--- config.mk ---
export PLATFORM = sky130hd
export DESIGN_NAME = ref_level_tracker
export DESIGN_NICKNAME = d
export VERILOG_FILES = /design/src/rtl/qam_ref_pkg.sv /design/src/rtl/ref_level_chan.sv /design/src/rtl/ref_level_tracker.sv
export SDC_FILE = /design/constraint.sdc
export NUM_CORES = 2
export LEC_CHECK = 0
export BUFFER_PORTS_ARGS = -buffer_cell sky130_fd_sc_hd__buf_2
export CAP_MARGIN = 20
export CORE_ASPECT_RATIO = 1.4
export CORE_MARGIN = 2
export CORE_UTILIZATION = 50
export DETAILED_ROUTE_END_ITERATION = 8
export PLACE_DENSITY = 0.7
export SLEW_MARGIN = 30
export SYNTH_ARGS = -nofsm -noshare
export SYNTH_HDL_FRONTEND = slang
export SYNTH_SLANG_ARGS = --single-unit
export TNS_END_PERCENT = 1
--- constraint.sdc ---
create_clock -name clk -period 17.1 [get_ports clk]
set_input_delay 0.855 -clock clk [delete_from_list [all_inputs] [get_ports clk]]
set_output_delay 0.855 -clock clk [all_outputs]
set_load 0.1 [all_outputs]
--- src/rtl/qam_ref_pkg.sv ---
// Shared types, constants and arithmetic helpers for the slicer reference-level tracker.
// The helpers are sized for the default decision-variable width DW_DEF.
package qam_ref_pkg;

    localparam int DW_DEF           = 18;
    localparam int MAX_LOG2_WIN_DEF = 20;
    localparam int PW_DEF           = 2 * DW_DEF + 3;
    localparam int EMA_SHIFT        = 3;

    typedef enum logic [2:0] {
        IDLE   = 3'd0,
        ACCUM  = 3'd1,
        SCALE  = 3'd2,
        POWER  = 3'd3,
        UPDATE = 3'd4
    } state_t;

    // |x| with the most-negative code mapped to the largest positive code.
    function automatic logic [DW_DEF-1:0] sat_abs(input logic signed [DW_DEF-1:0] x);
        logic [DW_DEF-1:0] r;
        if (x == {1'b1, {(DW_DEF-1){1'b0}}}) begin
            r = {1'b0, {(DW_DEF-1){1'b1}}};
        end else if (x[DW_DEF-1]) begin
            r = -x;
        end else begin
            r = x;
        end
        return r;
    endfunction

    // 1.25 * lvl^2 evaluated as sq + sq/4.
    function automatic logic signed [PW_DEF-1:0] power_1p25(input logic signed [DW_DEF-1:0] lvl);
        logic signed [2*DW_DEF-1:0] sq;
        sq = (2*DW_DEF)'(lvl) * (2*DW_DEF)'(lvl);
        return PW_DEF'(sq) + PW_DEF'(sq >>> 2);
    endfunction

    function automatic logic [4:0] clamp_win(input logic [4:0] w, input logic [4:0] max_w);
        logic [4:0] r;
        if (w == 5'd0) begin
            r = 5'd1;
        end else if (w > max_w) begin
            r = max_w;
        end else begin
            r = w;
        end
        return r;
    endfunction

endpackage

--- src/rtl/ref_level_chan.sv ---
// Per-channel datapath: |x| accumulation, window scaling, power and output registers.
// Optional smoothing of the published level is enabled by REF_LEVEL_EMA_EN.
module ref_level_chan
    import qam_ref_pkg::*;
#(
    parameter int DW           = DW_DEF,
    parameter int MAX_LOG2_WIN = MAX_LOG2_WIN_DEF,
    parameter int PW           = PW_DEF
) (
    input  logic                 clk,
    input  logic                 reset_n,
    input  logic                 acc_clr,
    input  logic                 acc_add,
    input  logic                 scale_en,
    input  logic                 power_en,
    input  logic                 update_en,
`ifdef REF_LEVEL_EMA_EN
    input  logic                 publish_en,
    input  logic                 first_win,
`endif
    input  logic [4:0]           win_exp,
    input  logic signed [DW-1:0] x,
    output logic signed [DW-1:0] ref_level,
    output logic signed [PW-1:0] power
);

    localparam int AW = DW + MAX_LOG2_WIN;

    logic [AW-1:0]        acc_r;
    logic [AW-1:0]        shifted_s;
    logic signed [DW-1:0] lvl_s;
    logic signed [DW-1:0] lvl_r;
    logic signed [PW-1:0] pwr_r;
    logic signed [DW-1:0] ref_r;
    logic signed [PW-1:0] power_r;

    // Window average, clipped to the largest positive level.
    always_comb begin
        shifted_s = acc_r >> win_exp;
        if (|shifted_s[AW-1:DW-1]) begin
            lvl_s = {1'b0, {(DW-1){1'b1}}};
        end else begin
            lvl_s = shifted_s[DW-1:0];
        end
    end

    // Accumulate, scale and square stages.
    always_ff @(posedge clk or negedge reset_n) begin
        if (!reset_n) begin
            acc_r <= {AW{1'b0}};
            lvl_r <= {DW{1'b0}};
            pwr_r <= {PW{1'b0}};
        end else begin
            if (acc_clr) begin
                acc_r <= {AW{1'b0}};
            end else if (acc_add) begin
                acc_r <= acc_r + AW'(sat_abs(x));
            end
            if (scale_en) begin
                lvl_r <= lvl_s;
            end
            if (power_en) begin
                pwr_r <= PW'(power_1p25(lvl_r));
            end
        end
    end

`ifdef REF_LEVEL_EMA_EN
    logic signed [DW-1:0] ema_r;
    logic signed [DW:0]   diff_s;
    logic signed [DW-1:0] ema_s;

    // ema + (lvl - ema)/8 with one guard bit so the difference cannot wrap.
    always_comb begin
        diff_s = (DW+1)'(lvl_r) - (DW+1)'(ema_r);
        ema_s  = DW'((DW+1)'(ema_r) + (diff_s >>> EMA_SHIFT));
    end

    // Smoothed level is settled first, then published together with its power.
    always_ff @(posedge clk or negedge reset_n) begin
        if (!reset_n) begin
            ema_r   <= {DW{1'b0}};
            ref_r   <= {DW{1'b0}};
            power_r <= {PW{1'b0}};
        end else begin
            if (update_en) begin
                ema_r <= first_win ? lvl_r : ema_s;
            end
            if (publish_en) begin
                ref_r   <= ema_r;
                power_r <= PW'(power_1p25(ema_r));
            end
        end
    end
`else
    // Publish the latest window's level and power.
    always_ff @(posedge clk or negedge reset_n) begin
        if (!reset_n) begin
            ref_r   <= {DW{1'b0}};
            power_r <= {PW{1'b0}};
        end else if (update_en) begin
            ref_r   <= lvl_r;
            power_r <= pwr_r;
        end
    end
`endif

    assign ref_level = ref_r;
    assign power     = power_r;

endmodule

--- src/rtl/ref_level_tracker.sv ---
// Windowed average |decision variable| tracker: FSM, symbol counter and NUM_CH channel datapaths.
// Define REF_LEVEL_EMA_EN to smooth the published level (adds one cycle of latency).
module ref_level_tracker
    import qam_ref_pkg::*;
#(
    parameter int DW           = DW_DEF,
    parameter int NUM_CH       = 2,
    parameter int MAX_LOG2_WIN = MAX_LOG2_WIN_DEF,
    parameter int PW           = 2 * DW + 3
) (
    input  logic                        clk,
    input  logic                        reset_n,
    input  logic                        sym_clk_ena,
    input  logic signed [NUM_CH*DW-1:0] decision_variable,
    input  logic [4:0]                  log2_window,
    input  logic                        restart,
    output logic signed [NUM_CH*DW-1:0] reference_level,
    output logic signed [NUM_CH*PW-1:0] mapper_out_power,
    output logic                        ref_valid,
    output logic                        busy
);

    state_t                  state_r;
    logic [MAX_LOG2_WIN-1:0] cnt_r;
    logic [MAX_LOG2_WIN-1:0] last_cnt_s;
    logic [4:0]              win_exp_r;
    logic [4:0]              win_new_s;
    logic                    last_s;
    logic                    acc_add_s;
    logic                    acc_clr_s;
    logic                    update_s;
    logic                    ref_valid_r;
    logic                    busy_r;

    // Window bookkeeping and stage enables; restart overrides everything.
    always_comb begin
        win_new_s  = clamp_win(log2_window, 5'(MAX_LOG2_WIN));
        last_cnt_s = (MAX_LOG2_WIN'(1) << win_exp_r) - MAX_LOG2_WIN'(1);
        last_s     = (cnt_r == last_cnt_s);
        acc_add_s  = (state_r == ACCUM) && sym_clk_ena && !restart;
        acc_clr_s  = restart || (state_r == UPDATE);
        update_s   = (state_r == UPDATE) && !restart;
    end

    // Control FSM with symbol counter and busy flag.
    always_ff @(posedge clk or negedge reset_n) begin
        if (!reset_n) begin
            state_r   <= IDLE;
            cnt_r     <= {MAX_LOG2_WIN{1'b0}};
            win_exp_r <= 5'd0;
            busy_r    <= 1'b0;
        end else if (restart) begin
            state_r   <= ACCUM;
            cnt_r     <= {MAX_LOG2_WIN{1'b0}};
            win_exp_r <= win_new_s;
            busy_r    <= 1'b1;
        end else begin
            case (state_r)
                IDLE: begin
                    state_r   <= ACCUM;
                    cnt_r     <= {MAX_LOG2_WIN{1'b0}};
                    win_exp_r <= win_new_s;
                    busy_r    <= 1'b1;
                end
                ACCUM: begin
                    if (sym_clk_ena) begin
                        if (last_s) begin
                            state_r <= SCALE;
                            cnt_r   <= {MAX_LOG2_WIN{1'b0}};
                            busy_r  <= 1'b0;
                        end else begin
                            cnt_r <= cnt_r + MAX_LOG2_WIN'(1);
                        end
                    end
                end
                SCALE: begin
                    state_r <= POWER;
                end
                POWER: begin
                    state_r <= UPDATE;
                end
                UPDATE: begin
                    state_r   <= ACCUM;
                    cnt_r     <= {MAX_LOG2_WIN{1'b0}};
                    win_exp_r <= win_new_s;
                    busy_r    <= 1'b1;
                end
                default: begin
                    state_r <= IDLE;
                    busy_r  <= 1'b0;
                end
            endcase
        end
    end

`ifdef REF_LEVEL_EMA_EN
    logic pend_r;
    logic first_r;

    // Publication trails the smoothing update by one cycle; first window loads directly.
    always_ff @(posedge clk or negedge reset_n) begin
        if (!reset_n) begin
            pend_r      <= 1'b0;
            first_r     <= 1'b1;
            ref_valid_r <= 1'b0;
        end else begin
            pend_r      <= update_s;
            ref_valid_r <= pend_r;
            if (restart) begin
                first_r <= 1'b1;
            end else if (update_s) begin
                first_r <= 1'b0;
            end
        end
    end
`else
    // Valid strobe coincides with the output register update.
    always_ff @(posedge clk or negedge reset_n) begin
        if (!reset_n) begin
            ref_valid_r <= 1'b0;
        end else begin
            ref_valid_r <= update_s;
        end
    end
`endif

    for (genvar c = 0; c < NUM_CH; c++) begin : g_ch
        ref_level_chan #(
            .DW           (DW),
            .MAX_LOG2_WIN (MAX_LOG2_WIN),
            .PW           (PW)
        ) u_chan (
            .clk       (clk),
            .reset_n   (reset_n),
            .acc_clr   (acc_clr_s),
            .acc_add   (acc_add_s),
            .scale_en  (state_r == SCALE),
            .power_en  (state_r == POWER),
            .update_en (update_s),
`ifdef REF_LEVEL_EMA_EN
            .publish_en(pend_r),
            .first_win (first_r),
`endif
            .win_exp   (win_exp_r),
            .x         (decision_variable[c*DW +: DW]),
            .ref_level (reference_level[c*DW +: DW]),
            .power     (mapper_out_power[c*PW +: PW])
        );
    end

    assign ref_valid = ref_valid_r;
    assign busy      = busy_r;

endmodule

==> results by group <==
Yosys
  – Most numerous cell in the Yosys netlist: inv_1
  – EDFF count, synth: 0
  – Post-synth top area share: 26.2%
  – Synth Area in Simple Gates: 13.9%
  – Dominant synthesized flop cell: dfrtp_1
  – Ys Warns: 0
  – Post-synth top cells: inv_1 (878), fa_1 (596), nand2_1 (582)
  – Post-Synth XOR/XNOR Area: 5.01%
  – Average size of a mapped cell: 8.97 sq um
  – Synth Area in Compound Gates: 11.7%
  – Synth async-reset ratio: 100%
  – Seq/Total Area, Yosys: 17.9%
  – Mux share of post-synthesis cell area: 6.88%
  – Number of unique standard cell types used by synthesis: 104
  – FF+latch count, synth: 326
  – Synth Area in Adders: 34.9%
  – Largest family of logic cells by synthesized area: adder cells
  – Synth area leaders: fa_1 (26%), dfrtp_1 (18%), ha_1 (8.7%)
  – Mapped cell area: 45,600 sq um
  – Cell taking the most area after synthesis: fa_1
  – Mapped Cells: 5,086

Route
  – Violation count after the first detailed-route iteration: 2,195
  – Drt drc: 0
  – TritonRoute pass-1 iters: 7
  – Via count: 35,057
  – WL per Instance: 18.0 um
  – Antenna Violating Nets Remaining: 0
  – Via/cell ratio: 5.55
  – WL final: 114,000 um

STA
  – Setup_tns: 0 ps
  – Final Hold Fails: 0
  – Worst clock skew: 20.1 ps
  – Final min period: 9780 ps
  – Slew Viols, Final: 0
  – RSZ-0062 raised after global routing: false
  – Tcrit/Tclk final: 57.2%
  – Worst Tran Pin Value: 960 ps
  – Slew headroom: 35.8%
  – F_max: 102 MHz
  – Final setup viols: 0

Placed design
  – Placed cell count: 6,248
  – GP Congestion: 0.952
  – Hpwl dp: 90,200 um
  – Input/output buffers: 160

Setup path
  – CP Capture Type: register
  – Most frequent CP cell: fa_1
  – Setup CP Type: register to register
  – Slowest CP cell: dfrtp_1
  – Crit-path max FO: 21
  – Worst setup SP type: register
  – Slowest stage delay, CP: 920 ps
  – Critical Path AT: 10,290 ps
  – Critical Path RT: 17,610 ps

Floorplan
  – Die H: 361 um
  – Die footprint: 93,700 sq um
  – IO Pins: 161
  – Initial Utilization: 50.2%
  – Core area: 90,800 sq um
  – # rows: 131
  – Die width: 259 um

Clock tree
  – Hold_buf cts: 0
  – Clock transition at path regs: 60 ps
  – Resized cells post-CTS: 0
  – CTS buffer count: 38
  – TritonCTS clock tree: done
  – Clk buf depth: 3
  – Post-CTS Setup Bufs: 0
  – Clock root buffer: clkbuf_16
  – Sink Count: 326
  – Worst-Skew Late Latency: 600 ps
  – H-tree depth: 2

GRT
  – Initial antenna violation count: 5
  – Total GRT Usage: 24.7%
  – Number of global-route vias before repair: 36,609
  – Grt total ovfl: 0
  – First-pass GRT wire length: 187,000 um
  – Pin count of the biggest net entering global routing: 162

Cells and area
  – Area Growth Syn to Fin: 6.21%
  – Register area: 8170 sq um
  – Final cell count without fillers: 6,320
  – Fillcell total: 8,365
  – Layout cells sized above 1: 9.59%
  – Utilization after layout: 53.3%
  – Nets: 6,052
  – Multi-input logic area: 33,100 sq um

Job
  – Max_cap viols: 0

Status
  – Status: completed

Hold path
  – Worst Hold Class: input port to async pin
## per-layer routing
metal  track usage, %  wire (um)  vias up
li1                 -          -    16480
met1             29.8      45000    17376
met2             44.4      57800      936
met3             3.38       5950      263
met4             9.79       4830        2
met5                0         12        -
## kinds of logic (layout without fill, tap and decap cells)
family                     after synthesis  after routing
buffers and inverters                 1113           1146
adders and majority gates              914            914
DFF                                    326            326
and+or+nand+nor                       1375           1375
muxes                                  241            241
xor gates and xnor gates               256            256
AOI/OAI and AO/OA                      860            860
other                                    1              5
## state kept, by name (all words and copies together) (netlist names)
signal,flops
busy,1
cnt_r,20
g_ch.u_chan.acc_r,76
g_ch.u_chan.lvl_r,36
g_ch.u_chan.power,74
g_ch.u_chan.pwr_r,74
g_ch.u_chan.ref_level,36
ref_valid,1
state_r,3
win_exp_r,5
## stage by stage
stage          hold slack [ps]  setup slack (ps)  area [sq um]
2_1_floorplan              433              9030         45600
3_3_place_gp               452              7540         47100
3_5_place_dp               460              7510         47100
4_1_cts                    348              7470         48400
5_1_grt                    405              6840         48400
6_report                   335              7320         48400
## cell usage in the layout, fill, tap and decap left out, types with 115 or more instances in the layout
cell / synthesis / final
nor2_1: 322 / 321
and2_1: 115 / 115
fa_1: 596 / 596
inv_1: 878 / 878
buf_2: 22 / 159
mux2_2: 139 / 139
dfrtp_1: 326 / 320
xnor2_1: 148 / 148
nand2_1: 582 / 580
a21oi_1: 257 / 257
o21ai_0: 225 / 225
ha_1: 318 / 318
## area by class of cell
type	instances	share of cell area, %
diodes	3	0.0155
clock inverters	16	0.380
repair buffers	196	2.32
inverters	883	6.84
multi-input cells	3648	68.3
well taps	1197	3.09
clock buffers	51	2.21
flip-flops and latches	326	16.9
## worst max-delay path, delay by kind of cell, from the launching register on
family / cells / cell delay (ps)
and+or+nand+nor: 8 / 2310
buffers and inverters: 3 / 970
AOI/OAI and AO/OA: 7 / 1770
xor gates and xnor gates: 2 / 270
DFF: 1 / 920
adders and majority gates: 8 / 3460
## path summary, 6_finish.rpt
check                                      endpoint                     start  slack [ps]  depth (start not counted)
hold / removal             g_ch[0].u_chan.acc_r[13]                   reset_n         330                          1
min in group clk            g_ch[0].u_chan.pwr_r[0]   g_ch[0].u_chan.pwr_r[0]         460                          2
setup / recovery           g_ch[1].u_chan.pwr_r[33]  g_ch[1].u_chan.lvl_r[17]        7320                         28
hold reg to reg             g_ch[0].u_chan.pwr_r[0]   g_ch[0].u_chan.pwr_r[0]         460                          2
setup reg to reg           g_ch[1].u_chan.pwr_r[33]  g_ch[1].u_chan.lvl_r[17]        7320                         28
max in group asynchronous  g_ch[1].u_chan.power[34]                   reset_n       15360                          3
Power is left out: the tool's default activity adds up to more than one toggle a clock period on the data nets, which glitch-free logic cannot reach.
